**src/rtl/sim_ctrl_pkg.sv**
```systemverilog
// Shared status codes, end causes and sequencer states for the simulation
// end-of-test controller.
package sim_ctrl_pkg;

    localparam logic [15:0] PASSED  = 16'h900d;
    localparam logic [15:0] FAILED  = 16'hbaad;
    localparam logic [15:0] IN_TEST = 16'h4354;
    localparam logic [15:0] IN_WFI  = 16'h1d1e;
    localparam logic [15:0] BOOTED  = 16'hb090;

    typedef enum logic [1:0] {
        SW_PASS   = 2'd0,
        SW_FAIL   = 2'd1,
        GPIO_PASS = 2'd2,
        TIMEOUT   = 2'd3
    } end_cause_e;

    typedef enum logic [1:0] {
        RUN        = 2'd0,
        UART_DRAIN = 2'd1,
        FLUSH      = 2'd2,
        FINISH     = 2'd3
    } state_e;

    function automatic logic cause_is_pass(input end_cause_e cause);
        return (cause == SW_PASS) || (cause == GPIO_PASS);
    endfunction

endpackage

```
**src/rtl/uart_idle_det.sv**
```systemverilog
// Flags the cycle on which the UART TX line completes UartIdleCycles
// consecutive high cycles while enabled.
module uart_idle_det #(
    parameter int unsigned UartIdleCycles = 400
) (
    input  logic clk_sys,
    input  logic rst_sys_n,
    input  logic enable,
    input  logic line,
    output logic idle
);
    localparam int unsigned IW = $clog2(UartIdleCycles) + 1;
    localparam logic [IW-1:0] IDLE_LAST = IW'(UartIdleCycles - 1);

    logic [IW-1:0] idle_cnt;

    // Pulse on the high cycle that would take the count to UartIdleCycles,
    // so a line held high yields exactly UartIdleCycles cycles of drain.
    assign idle = enable && line && (idle_cnt == IDLE_LAST);

    always_ff @(posedge clk_sys or negedge rst_sys_n) begin
        if (!rst_sys_n) begin
            idle_cnt <= '0;
        end else if (!enable || !line || idle) begin
            idle_cnt <= '0;
        end else begin
            idle_cnt <= idle_cnt + IW'(1);
        end
    end

endmodule

```
**src/rtl/sim_finish_ctrl.sv**
```systemverilog
// End-of-test sequencer: picks the first pass/fail cause, waits for the UART
// to go idle plus a flush period, then raises a sticky finish request.
module sim_finish_ctrl
    import sim_ctrl_pkg::*;
#(
    parameter logic [31:0]      StatusAddr     = 32'h0,
    parameter logic [31:0]      GpioSig        = 32'hDEADBEEF,
    parameter int unsigned      UartIdleCycles = 400,
    parameter int unsigned      DrainCycles    = 8,
    parameter longint unsigned  TimeoutCycles  = 0,
    parameter int unsigned      CntW           = 40
) (
    input  logic            clk_sys,
    input  logic            rst_sys_n,
    input  logic            wr_valid_i,
    input  logic [31:0]     wr_addr_i,
    input  logic [15:0]     wr_data_i,
    input  logic [31:0]     gpio_i,
    input  logic            uart_tx_i,
    output logic [15:0]     status_o,
    output logic            test_done_o,
    output logic            test_passed_o,
    output logic [1:0]      end_cause_o,
    output logic            finish_req_o,
    output logic [CntW-1:0] cycle_count_o
);
    localparam int unsigned     FW          = $clog2(DrainCycles) + 1;
    localparam logic [FW-1:0]   FLUSH_LAST  = FW'(DrainCycles - 1);
    localparam bit              TIMEOUT_EN  = (TimeoutCycles != 0);
    localparam logic [CntW-1:0] TIMEOUT_HIT = CntW'(TimeoutCycles - 1);

    state_e        state;
    end_cause_e    cause_q;
    end_cause_e    ev_cause;
    logic          ev_hit;
    logic          wr_hit;
    logic          uart_idle;
    logic [FW-1:0] flush_cnt;

    assign wr_hit      = wr_valid_i && (wr_addr_i == StatusAddr);
    assign end_cause_o = cause_q;

    // Priority order SW_FAIL > TIMEOUT > SW_PASS > GPIO_PASS.
    always_comb begin
        ev_hit   = 1'b1;
        ev_cause = SW_PASS;
        if (wr_hit && (wr_data_i == FAILED)) begin
            ev_cause = SW_FAIL;
        end else if (TIMEOUT_EN && (cycle_count_o == TIMEOUT_HIT)) begin
            ev_cause = TIMEOUT;
        end else if (wr_hit && (wr_data_i == PASSED)) begin
            ev_cause = SW_PASS;
        end else if (gpio_i == GpioSig) begin
            ev_cause = GPIO_PASS;
        end else begin
            ev_hit = 1'b0;
        end
    end

    always_ff @(posedge clk_sys or negedge rst_sys_n) begin
        if (!rst_sys_n) begin
            status_o <= '0;
        end else if (wr_hit) begin
            status_o <= wr_data_i;
        end
    end

    always_ff @(posedge clk_sys or negedge rst_sys_n) begin
        if (!rst_sys_n) begin
            cycle_count_o <= '0;
        end else if (cycle_count_o != '1) begin
            cycle_count_o <= cycle_count_o + CntW'(1);
        end
    end

    uart_idle_det #(
        .UartIdleCycles(UartIdleCycles)
    ) u_uart_idle_det (
        .clk_sys  (clk_sys),
        .rst_sys_n(rst_sys_n),
        .enable   (state == UART_DRAIN),
        .line     (uart_tx_i),
        .idle     (uart_idle)
    );

    always_ff @(posedge clk_sys or negedge rst_sys_n) begin
        if (!rst_sys_n) begin
            state         <= RUN;
            cause_q       <= SW_PASS;
            test_done_o   <= 1'b0;
            test_passed_o <= 1'b0;
            finish_req_o  <= 1'b0;
            flush_cnt     <= '0;
        end else begin
            case (state)
                RUN: begin
                    if (ev_hit) begin
                        state         <= UART_DRAIN;
                        cause_q       <= ev_cause;
                        test_done_o   <= 1'b1;
                        test_passed_o <= cause_is_pass(ev_cause);
                    end
                end
                UART_DRAIN: begin
                    if (uart_idle) begin
                        state     <= FLUSH;
                        flush_cnt <= '0;
                    end
                end
                FLUSH: begin
                    if (flush_cnt == FLUSH_LAST) begin
                        state        <= FINISH;
                        finish_req_o <= 1'b1;
                    end else begin
                        flush_cnt <= flush_cnt + FW'(1);
                    end
                end
                FINISH: begin
                    finish_req_o <= 1'b1;
                end
                default: begin
                    state <= RUN;
                end
            endcase
        end
    end

endmodule

```
**config.mk**
```make
export PLATFORM = sky130hd
export DESIGN_NAME = sim_finish_ctrl
export DESIGN_NICKNAME = d
export VERILOG_FILES = /design/src/rtl/sim_ctrl_pkg.sv /design/src/rtl/uart_idle_det.sv /design/src/rtl/sim_finish_ctrl.sv
export SDC_FILE = /design/constraint.sdc
export NUM_CORES = 1
export LEC_CHECK = 0
export ABC_AREA = 0
export BUFFER_PORTS_ARGS = -buffer_cell sky130_fd_sc_hd__buf_2
export CORE_AREA = 2 2 100 102
export DETAILED_ROUTE_END_ITERATION = 10
export DIE_AREA = 0 0 102 104
export GPL_TIMING_DRIVEN = 1
export PLACE_DENSITY_LB_ADDON = 0.2
export SYNTH_ARGS = -nofsm -noshare
export SYNTH_HDL_FRONTEND = slang
export SYNTH_HIERARCHICAL = 1
export SYNTH_SLANG_ARGS = --single-unit
```
**constraint.sdc**
```tcl
create_clock -name clk_sys -period 7.47 [get_ports clk_sys]
set_input_delay 1.1205 -clock clk_sys [delete_from_list [all_inputs] [get_ports clk_sys]]
set_output_delay 1.1205 -clock clk_sys [all_outputs]
set_load 0.005 [all_outputs]
```
==> results of run 1 <==
==> through the flow <==
step                area, sq um  utilization
finish                     5040        0.528
global route               5040        0.528
CTS                        5040        0.528
detailed placement         4830        0.506
global placement           4830        0.506
floorplan                  4000            -
==> per-layer routing <==
layer  GRT usage  routed length, microns
met1       0.223                    4250
met2       0.321                    4900
met3      0.0423                     576
met4      0.0562                     159
met5           0                       0
==> worst paths after layout <==
check,end,slack [ns]
setup / recovery,status_o[13]$_DFFE_PN0P_,4.64
hold / removal,test_done_o$_DFFE_PN0P_,0.46
setup reg to reg,cycle_count_o[34]$_DFFE_PN0P_,4.81
hold reg to reg,test_done_o$_DFFE_PN0P_,0.46
max in group asynchronous,flush_cnt[3]$_DFFE_PN0P_,5.91
min in group asynchronous,u_uart_idle_det/idle_cnt[8]$_DFF_PN0_,0.91
==> cell usage in the layout, fill, tap and decap left out, types with 5 or more instances in the layout <==
cell type,instances
nand4_1,23
buf_2,143
clkbuf_8,9
nand3_1,19
dfrtp_1,77
ha_1,9
nand2_1,35
xnor2_1,22
o21ai_0,10
mux2_2,18
or4_1,5
xor2_1,17
nand4b_1,6
nor3_1,16
nor2_1,26
or3_1,9
inv_1,9
nor4_1,17
a21oi_1,5
==> critical path, cell delays in order <==
cell     delay, ns
buf_2         0.10
nor4b_1       0.30
nand4_1       0.19
nor3_2        0.94
mux2_2        0.42
==> power groups by stage <==
stage               sequential (W)  clock, W  combinational (W)
floorplan                 0.000425         0         0.00000372
global placement          0.000425         0          0.0000352
detailed placement        0.000425         0          0.0000355
CTS                       0.000416  0.000360          0.0000356
global route              0.000416  0.000376          0.0000390
finish                    0.000416  0.000348          0.0000345
==> area by class of cell <==
class	instances	share of cell area
Clock buffer	11	0.0260
Clock inverter	5	0.0166
Inverter	9	0.00670
Multi-Input combinational cell	289	0.392
Sequential cell	77	0.382
Tap cell	133	0.0330
Timing Repair Buffer	144	0.143
==> registers in the layout, summed over array words and instances (netlist names) <==
| signal | count |
|---|---|
| cycle_count_o | 40 |
| status_o | 16 |
| u_uart_idle_det/idle_cnt | 10 |
| flush_cnt | 4 |
| end_cause_o | 2 |
| state | 2 |
| finish_req_o | 1 |
| test_done_o | 1 |
| test_passed_o | 1 |
==> kinds of logic (layout without fill, tap and decap cells) <==
family | Yosys count | count (layout) | synth area share
AO/OA/AOI/OAI | 37 | 37 | 0.0616
buffers and inverters | 19 | 169 | 0.0247
adder cells (fa/ha/maj) | 9 | 9 | 0.0282
XOR/XNOR | 39 | 39 | 0.0854
AND/OR/NAND/NOR | 186 | 186 | 0.268
multiplexers | 18 | 18 | 0.0507
flip-flops | 77 | 77 | 0.482
==> metrics.txt, run 1 <==
skew final=around 0.011 ns; share of layout cells above drive strength 1=0.351; flops & latches, synth=a little under 80; total design power=0.000799 W; FP Rows=36; clock insertion delay at the later pin of the skew report=between 0.3 and 0.4 ns; DP Cell Count=652; WP data arrival=3.07 ns; Logic pwr share=0.043; VDD IR-drop max=around 0.080 mV; startpoint types=primary input; post-route clock period utilization=0.380; Mapped Nets=about 480; Yosys warning total=6; Ant. Diodes=0; clock sinks=77; CTS resizes=0; Clk pwr share=0.435; Synth Flop Type=dfrtp_1; fin. max-slew vios=0; first-pass GRT wire length=15.5 mm; fin nets=623; reg2reg start=cycle_count_o[7]$_DFFE_PN0P_; DP Worst Slack=4.26 ns; Fill cells=a little under 900; sequential element share of the synthesized area=0.482; leak pwr=2.49 nW; min cycle time layout=2.83 ns; CTS tree=yes; clk buf depth=2; Worst-Margin Slew=approximately 1.2 ns; fmax=between 0.3 and 0.4 GHz; Via Count=3486; Setup crit start=wr_addr_i[15]; Die X=102 microns; Layout area overhead=26.1%; RSZ-0062 raised after global routing=false; dpl hpwl=7.38 mm; Synth Instances=385; drt pass-1 iters=4; Total GRT Usage=0.184; share of Yosys cell area claimed by the top area cell type=0.482; FFs w/ async S/R, synth=1.00; area leader, netlist=dfrtp_1; Die Area=0.0106 sq mm; I/O Buffers=~140; hold buffers post-CTS=0; Max Fanout on Critical Path=16; top post-synthesis cells by area=dfrtp_1, mux2_2, xnor2_1, xor2_1, nand4_1; largest net degree at the start of global routing=78; Initial Utilization=0.419; initial DRC count=127; Reg area=0.00193 sq mm; register share of total power=0.521; Req. time, crit path=7.71 ns; FF-to-FF path depth=5; max-cap viol count=0; Worst Setup End Kind=flop; Post-synth EDFFs=0; Crit Path Category=primary input to flop; number of buffers created by CTS=9; Int Pwr=0.000624 W; hold depth=1; smallest hold slack=0.463 ns; worst setup margin=4.64 ns; I/O pin cnt=145; wire per inst=approximately 15 microns; Post-CTS Setup Bufs=0; initial antenna violation count=0; CTS HTree Levels=3; vias per cell=5.22; Detailed Route WL=9.88 mm; GR Overflow Total=0; status=completed; Net Sw Frac=0.219; hold path start=test_done_o$_DFFE_PN0P_; PD cells=around 160 mW/mm^2; ANT nets after route=0; Hold Crit Class=flop to flop; DRC violation count after routing=0; number of non-filler instances in the completed layout=approximately 670; # setup viols final=0; most frequent cell after synthesis=dfrtp_1; clk root buf=clkbuf_8; syn_area_per_cell=10.4 sq um; setup_tns=0 ns; area taken by multi-input logic gates=0.00198 sq mm; number of global-route vias before repair=3315; die height=104 microns; most frequent cells after synthesis=dfrtp_1, nand2_1, nor2_1, nand4_1, xnor2_1; clock-pin slew of the registers on the worst-case setup and hold paths=0.08 ns; synthesized area=around 0.004 sq mm; Psw=between 0.00015 and 0.0002 W; routability-driven placement congestion ratio=0.792; Fin. Hold Viols=0; Max-slew headroom=0.194; core area=0.00955 sq mm; Synth cell types=49
(Power assumes the default switching activity.)
==> run 2: changes to the inputs <==
- clock period: 7.47 -> 2.5 ns (I/O delays scaled with it)
==> run 2 against run 1 <==
  * Clock power rose to 3.1 times the previous value
  * Largest cell class unchanged
  * Sequential power rose to 3.0 times the previous value
  * Highest routed layer unchanged
  * Critical path type is now flop to flop
  * Via count rose by 2.4%
  * Hold slack got worse by 0.19 ns
==> metrics.txt, run 2 (synthesized netlist as in run 1, its figures left out) <==
CTS HTree Levels=3 (unchanged); GRT met2 Usage=0.317 (-0.00423); Worst R2R End=state[1]$_DFFE_PN0P_; clock insertion delay at the later pin of the skew report=0.35 ns (about the same); # setup viols final=0 (unchanged); Die Area=0.0106 sq mm (unchanged); PD cells=466 mW/mm^2 (+190%); number of global-route vias before repair=3448 (+4.0%); die height=104 microns (unchanged); clock-pin slew of the registers on the worst-case setup and hold paths=0.08 ns (about the same); fin nets=636 (+2.1%); met3 usage=0.0276 (-0.0148); Hold Crit Class=primary input to flop; r2r setup slk=0.11 ns (-4.70 ns); Worst Setup End Kind=flop; DRC violation count after routing=0 (unchanged); number of buffers created by CTS=9 (unchanged); skew final=0.0103 ns (-0.00116 ns); Initial Utilization=0.419 (unchanged); initial antenna violation count=0 (unchanged); routability-driven placement congestion ratio=0.849 (+7.2%); VDD IR-drop max=0.266 mV (+230%); share of layout cells above drive strength 1=0.373 (+0.0215); Layout area overhead=30.2%; Req. time, crit path=2.78 ns (-4.93 ns); min cycle time layout=around 2.4 ns; clk buf depth=2 (unchanged); FP Rows=36 (unchanged); leak pwr=2.57 nW (+3.3%); I/O Buffers=144 (unchanged); FF-to-FF path depth=8 (+3); fin. max-slew vios=0 (unchanged); Most flops, register=cycle_count_o; reg2reg start=u_uart_idle_det/idle_cnt[1]$_DFF_PN0_; max-cap viol count=0 (unchanged); Crit Path Category=flop to flop; Fill cells=894 (+0.56%); Fin. Hold Viols=0 (unchanged); WP data arrival=2.67 ns (-0.40 ns); Die X=102 microns (unchanged); RSZ-0062 raised after global routing=true; fmax=0.419 GHz; met1 usage=0.224 (+0.000534); clock sinks=77 (unchanged); ANT nets after route=0 (unchanged); max FFs per register=40 (unchanged); Detailed Route WL=9.94 mm (+0.63%); GR Overflow Total=0 (unchanged); Ant. Diodes=0 (unchanged); total design power=0.00243 W (+200%); dpl hpwl=7.56 mm (+2.5%); Total GRT Usage=0.185 (+0.000725); Worst-Margin Slew=0.606 ns (-0.596 ns); drt pass-1 iters=4 (unchanged); Setup crit start=u_uart_idle_det/idle_cnt[1]$_DFF_PN0_; Max Fanout on Critical Path=5 (-11); most frequent cells in the layout=buf_2, dfrtp_1, nand2_1; startpoint types=flop; top flop regs=cycle_count_o (40), status_o (16), u_uart_idle_det/idle_cnt (10); first-pass GRT wire length=15.6 mm (+0.71%); vias per cell=5.25 (+0.63%); initial DRC count=120 (-5.5%); clk root buf=clkbuf_8; post-route clock period utilization=0.956; status=completed; I/O pin cnt=145 (unchanged); core area=0.00955 sq mm (unchanged); most common cell after layout, fill and taps aside=buf_2; Layout Utilization=0.545 (+0.0169); Max-slew headroom=0.593 (+0.399); Via Count=3571 (+2.4%); CTS tree=yes; largest net degree at the start of global routing=45 (-42%); wire per inst=14.6 microns (-1.1%); CP Capture Point=state[1]$_DFFE_PN0P_; busiest grt layer=met2
run 2: worst min path at each step:
stage                             from                             to  slack, ns  depth (start not counted)
after global routing      wr_data_i[4]        status_o[4]$_DFFE_PN0P_       0.26                          2
final                     wr_data_i[0]        status_o[0]$_DFFE_PN0P_       0.27                          2
after detailed placement     rst_sys_n  cycle_count_o[31]$_DFFE_PN0P_       0.36                          1
after global placement       rst_sys_n  cycle_count_o[31]$_DFFE_PN0P_       0.36                          1
after floorplan              rst_sys_n   cycle_count_o[0]$_DFFE_PN0P_       0.08                          0
after CTS                 wr_data_i[0]        status_o[0]$_DFFE_PN0P_       0.25                          2
run 2: where the power goes:
| group | internal [W] | switching (W) | total [W] |
|---|---|---|---|
| clock | 0.000614 | 0.000461 | 0.00108 |
| combinational | 0.0000572 | 0.0000514 | 0.000109 |
| sequential | 0.00124 | 0.00000000000127 | 0.00124 |
run 2: layout make-up:
| cell class | instances | area, sq um | area share |
|---|---|---|---|
| Clock buffer | 12 | 155 | 0.0298 |
| Clock inverter | 3 | 68.8 | 0.0132 |
| Inverter | 9 | 33.8 | 0.00649 |
| Multi-Input combinational cell | 289 | 2020 | 0.388 |
| Sequential cell | 77 | 1930 | 0.370 |
| Tap cell | 133 | 166 | 0.0320 |
| Timing Repair Buffer | 157 | 836 | 0.161 |
run 2: routing by layer:
metal / part of all wire / up-vias / wire, microns
met4: 0.031 / 0 / 304
met1: 0.43 / 1689 / 4280
met3: 0.056 / 23 / 556
met5: 0 / - / 0
li1: - / 1731 / -
met2: 0.48 / 128 / 4800
run 2: timing repair:
item | in CTS | in global routing
gates cloned | 0 | 0
pin swaps | 0 | 3
gates resized for setup | 1 | 6
hold endpoints to repair | 33 | 0
setup endpoints to repair | 2 | 2
setup buffers | 1 | 2
hold buffers | 1 | 0
run 2: per-stage QoR:
step	setup TNS, ns	worst slack [ns]	instance area, sq um	hold slack [ns]	cells
floorplan	0	0.135	4000	0.0794	385
detailed placement	-0.0164	-0.00873	4910	0.364	661
global route	-0.0148	-0.0148	5210	0.257	680
finish	0	0.111	5210	0.270	680
CTS	0	0.0202	5150	0.254	678
global placement	0	0.0830	4910	0.358	661
run 2: worst max-delay path, stage by stage (launching register included):
cell and delay (ns):
dfrtp_1 0.42, ha_4 0.18, nand3_4 0.08, or4_4 0.43
nor4_4 0.24, nor2b_2 0.08, or3_4 0.39, or4_1 0.41
nand4_1 0.09
